`config.mk`:
```
export PLATFORM = sky130hd
export DESIGN_NAME = put_get_buffer
export DESIGN_NICKNAME = d
export VERILOG_FILES = /design/src/rtl/put_get_pkg.sv /design/src/rtl/put_get_buffer_mem.sv /design/src/rtl/put_get_buffer.sv
export SDC_FILE = /design/constraint.sdc
export NUM_CORES = 1
export LEC_CHECK = 0
export CAP_MARGIN = 20
export CORE_AREA = 2 2 39 41
export DETAILED_ROUTE_END_ITERATION = 16
export DIE_AREA = 0 0 41 43
export GPL_TIMING_DRIVEN = 0
export MAX_ROUTING_LAYER = met4
export SETUP_SLACK_MARGIN = 0.4
export SLEW_MARGIN = 20
export SYNTH_ARGS = -nofsm -noshare
export SYNTH_HDL_FRONTEND = slang
export SYNTH_HIERARCHICAL = 1
export SYNTH_SLANG_ARGS = --single-unit
export TNS_END_PERCENT = 50
```
`constraint.sdc`:
```
create_clock -name CLK -period 2.2 [get_ports CLK]
set_clock_uncertainty 0.15 [all_clocks]
set_input_delay 0.44 -clock CLK [delete_from_list [all_inputs] [get_ports CLK]]
set_output_delay 0.44 -clock CLK [all_outputs]
set_load 0.02 [all_outputs]
```
`src/rtl/put_get_pkg.sv`:
```
// Shared definitions for put_get_buffer: pointer width helper and pointer reset values.
package put_get_pkg;

    // One extra MSB beyond the address bits distinguishes full from empty.
    function automatic int unsigned ptr_w(input int unsigned depth);
        return $clog2(depth) + 1;
    endfunction

    localparam int unsigned WP_RST = 0;
    localparam int unsigned RP_RST = 0;

endpackage

```
`src/rtl/put_get_buffer_mem.sv`:
```
// DEPTH x DATA_WIDTH storage array: one synchronous write port, one asynchronous read port.
module put_get_buffer_mem #(
    parameter int unsigned DATA_WIDTH = 1,
    parameter int unsigned DEPTH      = 2
) (
    input  logic                       clk,
    input  logic                       we,
    input  logic [$clog2(DEPTH)-1:0]   waddr,
    input  logic [DATA_WIDTH-1:0]      wdata,
    input  logic [$clog2(DEPTH)-1:0]   raddr,
    output logic [DATA_WIDTH-1:0]      rdata
);

    logic [DATA_WIDTH-1:0] mem_q [DEPTH];

    always_ff @(posedge clk) begin
        if (we) begin
            mem_q[waddr] <= wdata;
        end
    end

    assign rdata = mem_q[raddr];

endmodule

```
`src/rtl/put_get_buffer.sv`:
```
// Registered elastic buffer converting a Put interface to a Get interface; RDY outputs depend only on state.
// Optional sticky protocol-error flag enabled by defining PUT_GET_BUFFER_ERR_EN.
module put_get_buffer
    import put_get_pkg::*;
#(
    parameter int unsigned DATA_WIDTH = 1,
    parameter int unsigned DEPTH      = 2
) (
    input  logic                      CLK,
    input  logic                      RST,
    input  logic [DATA_WIDTH-1:0]     put,
    input  logic                      EN_put,
    output logic                      RDY_put,
    output logic [DATA_WIDTH-1:0]     get,
    input  logic                      EN_get,
    output logic                      RDY_get,
    output logic [$clog2(DEPTH):0]    count,
    output logic                      proto_err
);

    localparam int unsigned PW = ptr_w(DEPTH);
    localparam int unsigned AW = PW - 1;

    logic [PW-1:0] wp_q, wp_d;
    logic [PW-1:0] rp_q, rp_d;
    logic          full, empty;
    logic          put_fire, get_fire;

    assign empty = (wp_q == rp_q);
    assign full  = (wp_q[AW-1:0] == rp_q[AW-1:0]) && (wp_q[PW-1] != rp_q[PW-1]);

    assign RDY_put = !full;
    assign RDY_get = !empty;
    assign count   = wp_q - rp_q;

    assign put_fire = EN_put && !full;
    assign get_fire = EN_get && !empty;

    always_comb begin
        wp_d = wp_q;
        rp_d = rp_q;
        if (put_fire) begin
            wp_d = wp_q + PW'(1);
        end
        if (get_fire) begin
            rp_d = rp_q + PW'(1);
        end
    end

    always_ff @(posedge CLK) begin
        if (RST) begin
            wp_q <= PW'(WP_RST);
            rp_q <= PW'(RP_RST);
        end else begin
            wp_q <= wp_d;
            rp_q <= rp_d;
        end
    end

    put_get_buffer_mem #(
        .DATA_WIDTH (DATA_WIDTH),
        .DEPTH      (DEPTH)
    ) u_mem (
        .clk   (CLK),
        .we    (put_fire),
        .waddr (wp_q[AW-1:0]),
        .wdata (put),
        .raddr (rp_q[AW-1:0]),
        .rdata (get)
    );

`ifdef PUT_GET_BUFFER_ERR_EN
    logic err_q, err_d;
    logic put_viol, get_viol;

    assign put_viol = EN_put && full;
    assign get_viol = EN_get && empty;

    always_comb begin
        err_d = err_q | put_viol | get_viol;
    end

    always_ff @(posedge CLK) begin
        if (RST) begin
            err_q <= 1'b0;
        end else begin
            err_q <= err_d;
        end
    end

`ifndef SYNTHESIS
    always_ff @(posedge CLK) begin
        if (!RST && put_viol) $display("put_get_buffer %m: EN_put asserted while full");
        if (!RST && get_viol) $display("put_get_buffer %m: EN_get asserted while empty");
    end
`endif

    assign proto_err = err_q;
`else
    assign proto_err = 1'b0;
`endif

endmodule

```
# == Yosys cells after proc, flatten, opt, wreduce, memory -nomap -nowiden ==
# Memories as Yosys holds them, arrays and structs flattened. A register that Yosys moved wholly into a read port is not among the register bits.
# Cells that the tools add are included.
# Widths: inputs -> output; s select.
# word_totals
input_bits,5
wordCells,18
ff_bits,4
rom_bits,0
ram_bits,2
latchBits,0
out_inout_bits,6
mem_count,1
# mem_list
name,depth,width,read_ports,rd_clocked_by_memory_dff,wr,line_no,source
u_mem.mem_q,2,1,1,1,1,put_get_buffer_mem.sv:14,logic [DATA_WIDTH-1:0] mem_q [DEPTH];
# classes
add_sub_neg,3
n_mux,4
n_shift,0
eq_ne,3
reduce_logical,5
magnitude_cmp,0
n_bitwise,0
n_mul,0
div,0
# ops
op,n
$add 2x1->2 const B,2
$mux 1,4
$logic_and 1x1->1,3
$eq 2x2->1,1
$logic_not 1->1,2
$sub 2x2->2,1
$eq 1x1->1,1
$ne 1x1->1,1

# == Logic depth before layout (Yosys ltp) ==
# Gate-level depths: netlist of the first run.
# logic_depth
ltp_word,6
mapped_depth,6

# == Hierarchy ==
# Netlist of the first run, hierarchy kept.
# by_module_without_submodules
module,cells_each,instances,area_per_inst_um2
put_get_buffer,38,1,286.5
put_get_buffer_mem,5,1,87.6

# == Worst setup path after synthesis of the first run ==
# Ideal clock, no wire load.
# synth_timing
kind,flip-flop to flip-flop
start,register wp_q[0]
end,memory u_mem.mem_q[0] (enable)
setup_slack_ns,0.391
arrival_time_ns,1.359
t_required_ns,1.750
path_buffers,1
period_less_slack_ns,1.809
path_stages_with_launch,7
cell_sequence,dfxtp_1 -> inv_1 -> ha_1 -> buf_2 -> nand2b_1 -> and2_1 -> nor2b_1
# synth_via
elab_chain_len,6
# synth_rtl
element,line_no,source
"start, declared",put_get_buffer.sv:24,"logic [PW-1:0] wp_q, wp_d;"
"start signal, assigned",put_get_buffer.sv:52,wp_q <= PW'(WP_RST);
"start signal, assigned",put_get_buffer.sv:55,wp_q <= wp_d;
$eq 1x1->1,put_get_buffer.sv:30,assign full = (wp_q[AW-1:0] == rp_q[AW-1:0]) && (wp_q[PW-1] != rp_q[PW-1]);
$logic_and 1x1->1,put_get_buffer.sv:30,
$logic_not 1->1,n/a,
net RDY_put,put_get_buffer.sv:13,"output logic RDY_put,"
$logic_and 1x1->1,put_get_buffer.sv:36,assign put_fire = EN_put && !full;
net put_fire,put_get_buffer.sv:27,"logic put_fire, get_fire;"
$mux 1,put_get_buffer_mem.sv:17,if (we) begin
$mux 1 (implied by the code),put_get_buffer_mem.sv:18,mem_q[waddr] <= wdata;
"end, declared",put_get_buffer_mem.sv:14,
# The timed path passes the listed nets, and every way through them passes these cells.

# == Final worst setup path of the first run ==
# layout_timing
start,register rp_q[1]
end,output RDY_put
# layout_via
elab_chain_len,3
# layout_rtl
element,line_no,source
"start, declared",put_get_buffer.sv:25,"logic [PW-1:0] rp_q, rp_d;"
"start signal, assigned",put_get_buffer.sv:53,rp_q <= PW'(RP_RST);
"start signal, assigned",put_get_buffer.sv:56,rp_q <= rp_d;
$ne 1x1->1,put_get_buffer.sv:30,
$logic_and 1x1->1,put_get_buffer.sv:30,
$logic_not 1->1,put_get_buffer.sv:32,assign RDY_put = !full;
"end, declared",put_get_buffer.sv:13,
# No other way between the ends.

==> reports/metrics.cfg, run 1 <==
[setup_path]
arrival_ns=1.22
crit_chain=xnor2_4 > buf_6 > nand2b_4 > buf_6
critPathMaxFanout=6
worstSetupPathType=flop to output pin
crit_path_max_incr_delay_ns=0.36
rrSetupSlack_ns=0.61
reg2regPathDepth=6
reg2reg_from=wp_q[0]
crit_required_ns=1.61
critPathCaptureType=output pin
slowest_stage=dfxtp_4
worst_setup_path_start_kind=flop
reg2reg_to=wp_q[1]
critical_path.most_common_cell=buf_6

[drt]
wl_met2_um=474
vias=346
vias_per_cell=4.49
drt_pass1_iterations=4
highest_layer=met3
wire_per_inst_um=11.5
antenna_left=0
route.met3.wl_um=30
dr.first_iter.drc_count=6
met1_length_um=376
route.detailed.drc=0
drt-total-wl_um=882

[cts]
clock_latency_ns=0.24
cts_tree=done
h-tree-depth=1
cts_buffers=3
clkSlewWorstSetupHoldPaths_ns=0.04
clockRootBuffer=clkbuf_4
clockBufferDepth=2
clock_sinks=6

[placed_design]
place_congestion=0.746
place_hpwl_um=527
port-buffer-count=9
placed_cell_area_um2=492

[timing]
rsz0062_at_grt=true
finalSetupViolations=0
fin_crit_ns=1.81
hold_viol_final=0
slew_violations=0
period_share=0.821
fmax_mhz=553

[yosys]
syn_nets=49
synth.yosys.seq_area_share=0.375
netlist_area_um2=374
synth_edf_count=2
synthArstFlopShare=0
ys.flop_type=dfxtp_1
syn_avg_cell_area_um2=8.70
yosysUniqueCellTypes=23
syn_inst=43
ys_warn_count=6
synth-seq-cells=6

[hold_path]
hp-class=flop to flop
min_path_cells=2
holdCritStartpoint=wp_q[1]
holdPathEnd=rp_q[1]

[finish]
fin_area_um2=606
drive_gt1_frac=0.426
num-nets-final=68
synthToLayoutAreaGrowth_pct=61.9
diodes=0
final_cell_mix=buf_6 (5), buf_4 (5), nor2_1 (4), clkdlybuf4s50_1 (4)
fin_util=0.438
register_area_um2=153
multi_input_area_um2=251
fillers=137

[job]
drv_cap=0

[floorplanning]
core_area_um2=1380
dieHeight_um=43
core.rowCount=14
die_area_um2=1760
die_x_um=41
pin_count=11
initial_core_util=0.270

[power]
power_leakage_uw=0.000260
ir_drop_v=0.000732
power_density_nw_per_um2=1560

[grt]
grt_pass1_vias=318
grt.total_usage=0.118
grt_pass1_wl_um=1340
grt_max_degree=9
antenna_found_initial=0
globalRouteOverflowTotal=0

[run_status]
status=completed

-- stage by stage --
step	worst slack [ns]	TNS, ns	cells	hold slack [ns]	power [uW]
after floorplan	0.475	0	43	0.333	487
after global placement	-0.0371	-0.0744	68	0.369	656
after detailed placement	-0.0301	-0.0757	68	0.362	656
after CTS	0.339	0	76	0.389	891
after global routing	0.346	0	77	0.405	1010
final	0.393	0	77	0.378	947
-- final cells by class --
class / count / area share
buffer: 2 / 0.0310
clock buffer: 4 / 0.0434
inverter: 3 / 0.0186
multi-input combinational: 32 / 0.415
sequential: 6 / 0.252
tap: 16 / 0.0331
timing repair buffer: 14 / 0.207
-- flip-flops by register name, summed over array words and instances (netlist names) --
signal and flops:
wp_q 2, rp_q 2, u_mem/mem_q 2
-- layer usage --
metal  track usage  vias up
met5             -        -
li1              -      189
met3        0.0314        0
met1         0.138      151
met2         0.169        6
met4        0.0800        0
-- worst max-delay path by stage --
stage            start  endpoint  slack [ns]
2_1_floorplan  wp_q[0]   wp_q[1]        0.47
3_3_place_gp   rp_q[1]   RDY_put       -0.04
3_5_place_dp   wp_q[0]  count[0]       -0.03
4_1_cts        rp_q[1]   RDY_put        0.34
5_1_grt        rp_q[1]  count[1]        0.35
6_report       rp_q[1]   RDY_put        0.39
-- cell usage after synthesis (all sizes together), types with 2 or more instances --
cell type	count	area share
edfxtp	2	0.16
nor2	4	0.040
nand2	4	0.040
dfxtp	4	0.21
a31oi	2	0.033
buf	2	0.033
nor3b	2	0.040
a21oi	2	0.027
inv	3	0.030
xnor2	2	0.047
nand4	3	0.050
and2	2	0.033
mux2i	2	0.054
-- report_power, final --
part	switching, uW	total, uW	internal, uW	leakage, uW
clock	40.0	109	68.7	0.0000150
sequential	45.5	208	162	0.0000540
combinational	298	631	332	0.000191
total	384	947	564	0.000260
-- cells by family (layout without fill, tap and decap cells) --
group / Yosys count / in the layout / synth area share
compound gates: 5 / 5 / 0.0836
xor+xnor: 2 / 2 / 0.0468
fa+ha+maj: 1 / 1 / 0.0334
buf+inv: 5 / 23 / 0.0635
flops: 6 / 6 / 0.375
mux: 3 / 3 / 0.0936
other cells: 1 / 1 / 0.0100
simple gates: 20 / 20 / 0.294
-- what timing repair did --
item / 4_1_cts / 5_1_grt
setup endpoints to repair: 5 / 5
setup buffers: 4 / 1
gates cloned: 0 / 0
pin swaps: 2 / 1
resized for setup: 34 / 8
hold buffers: 0 / 0
-- critical path, delay by kind of cell, from the launching register on --
kind / cells / cell delay (ns)
buffers and inverters: 2 / 0.24
XOR/XNOR: 1 / 0.27
AND/OR/NAND/NOR: 1 / 0.11
flip-flops: 1 / 0.36
Power figures use the tool's default switching activity.
==> inputs of run 2 (changes only) <==
clock period = 1.9 ns   (was 2.2 ns; I/O delays follow)
==> run 2 against run 1 <==
Wire length rose by 4.0%. Flip-flop and latch count did not move. Non-clock buffer count rose by 3. Register-to-register slack got worse by 0.23 ns. Setup slack got worse by 0.21 ns.
==> reports/metrics.cfg, run 2 (synthesized netlist as in run 1, its figures left out) <==
[finish]
final_cell_mix=buf_4 (9), nor2_1 (4), clkdlybuf4s50_1 (4), buf_6 (4)  ; was buf_6 (5), buf_4 (5), nor2_1 (4), clkdlybuf4s50_1 (4)
layout_commonest_cell=buf_4
num-nets-final=71  ; was 68
synthToLayoutAreaGrowth_pct=72.9  ; was 61.9%
fillers=139  ; was 137
largestRegisters=rp_q: 2 flops, u_mem/mem_q: 2 flops, wp_q: 2 flops  ; unchanged
fin_area_um2=647  ; was 606 um2
drive_gt1_frac=0.484  ; was 0.426
diodes=0  ; unchanged

[grt]
grt_pass1_wl_um=1500  ; was 1340 um
globalRouteOverflowTotal=0  ; unchanged
grt.total_usage=0.127  ; was 0.118
grt_max_degree=9  ; unchanged
grt_pass1_vias=369  ; was 318
antenna_found_initial=0  ; unchanged

[drt]
antenna_left=0  ; unchanged
vias_per_cell=4.59  ; was 4.49
route.detailed.drc=0  ; unchanged
drt-total-wl_um=917  ; was 882 um
wire_per_inst_um=11.5  ; about the same
drt_pass1_iterations=3  ; was 4
vias=367  ; was 346
dr.first_iter.drc_count=4  ; was 6

[timing]
finalSetupViolations=0  ; unchanged
fin_ws_ns=0.183  ; was 0.393 ns
fmax_mhz=583
finalSetupTns_ns=0  ; unchanged
slew_violations=0  ; unchanged
hold_viol_final=0  ; unchanged
rsz0062_at_grt=true  ; unchanged
worst_hold_slack_ns=0.399  ; was 0.378 ns
period_share=0.903
fin_crit_ns=1.72

[setup_path]
crit_required_ns=1.37  ; was 1.61 ns
reg2regPathDepth=5  ; was 6
worst_setup_path_start_kind=flop  ; unchanged
reg2reg_from=rp_q[1]  ; was wp_q[0]
critPathMaxFanout=7  ; was 6
critPathCaptureType=output pin  ; unchanged
reg2reg_to=u_mem/mem_q[0]  ; was wp_q[1]
rrSetupSlack_ns=0.38  ; was 0.61 ns
worstSetupPathType=flop to output pin  ; unchanged
arrival_ns=1.19  ; was 1.22 ns

[hold_path]
holdPathEnd=rp_q[0]  ; was rp_q[1]
holdCritStartpoint=rp_q[0]  ; was wp_q[1]
hp-class=flop to flop  ; unchanged
min_path_cells=2  ; unchanged

[floorplanning]
initial_core_util=0.270  ; unchanged
pin_count=11  ; unchanged
dieHeight_um=43  ; unchanged
core_area_um2=1380  ; unchanged
core.rowCount=14  ; unchanged
die_area_um2=1760  ; unchanged
die_x_um=41  ; unchanged

[placed_design]
dp_slack_ns=-0.0888  ; was -0.0301 ns
place_congestion=0.719  ; was 0.746
port-buffer-count=9  ; unchanged
place_hpwl_um=561  ; was 527 um
placed_cell_area_um2=523  ; was 492 um2

[power]
power_leakage_uw=0.000286  ; was 0.000260 uW
power_density_nw_per_um2=1860  ; was 1560 nW/um2
ir_drop_v=0.000865  ; was 0.000732 V

[cts]
clkSlewWorstSetupHoldPaths_ns=0.05  ; was 0.04 ns
cts_buffers=3  ; unchanged
hold_buffers=0  ; unchanged
clockRootBuffer=clkbuf_4  ; unchanged
clock_latency_ns=0.24  ; about the same
h-tree-depth=1  ; unchanged
cts_tree=done  ; unchanged
clockBufferDepth=2  ; unchanged
clock_sinks=6  ; unchanged

[run_status]
status=completed  ; unchanged

[job]
drv_cap=0  ; unchanged

==> run 2: cell count changes in the layout (fill, tap and decap cells not counted), sizes merged <==
cell	before	now
buf	11	15
clkbuf	5	4
==> run 2: through the flow <==
stage / std cells / utilization / power (uW)
6_report: 80 / 0.467 / 1200
2_1_floorplan: 43 / - / 631
4_1_cts: 79 / 0.467 / 1200
3_3_place_gp: 68 / 0.378 / 831
3_5_place_dp: 68 / 0.378 / 831
5_1_grt: 80 / 0.467 / 1280
==> run 2: worst max-delay path by stage <==
stage / start / endpoint / slack (ns)
final: wp_q[0] / RDY_put / 0.18
after detailed placement: rp_q[1] / RDY_put / -0.09
after global placement: rp_q[1] / RDY_put / -0.12
after global routing: wp_q[0] / RDY_put / 0.15
after CTS: wp_q[0] / RDY_put / 0.17
after floorplan: wp_q[0] / u_mem/mem_q[0] / 0.37
==> run 2: cell type report <==
type                    instances  area [um2]  share of cell area
repair buffers                 17         150               0.232
plain buffers                   2        22.5              0.0348
clock buffers                   4        26.3              0.0406
flip-flops and latches          6         153               0.236
inverters                       3        13.8              0.0213
multi-input cells              32         262               0.404
well taps                      16        20.0              0.0309
==> run 2: routing by layer <==
metal,GRT usage,routed length [um]
met2,0.197,485
met1,0.155,414
met3,0,17
met5,-,0
met4,0.0800,0
==> run 2: timing repair <==
action / in CTS / in global routing
buffers inserted: 7 / 1
resized for setup: 38 / 1
endpoints found under the setup margin: 8 / 10
pin swaps: 2 / 0
==> run 2: power by group <==
part / internal [uW] / switching, uW / leakage (uW)
registers: 191 / 56.4 / 0.0000540
clock network: 79.6 / 46.6 / 0.0000150
logic: 466 / 363 / 0.000217
total: 736 / 466 / 0.000286
==> run 2: worst max-delay path, cell delays in order, from the launching register on <==
cell and delay [ns]:
dfxtp_4 0.36, inv_4 0.04, ha_4 0.25, buf_8 0.12, nand2b_4 0.06, buf_6 0.13
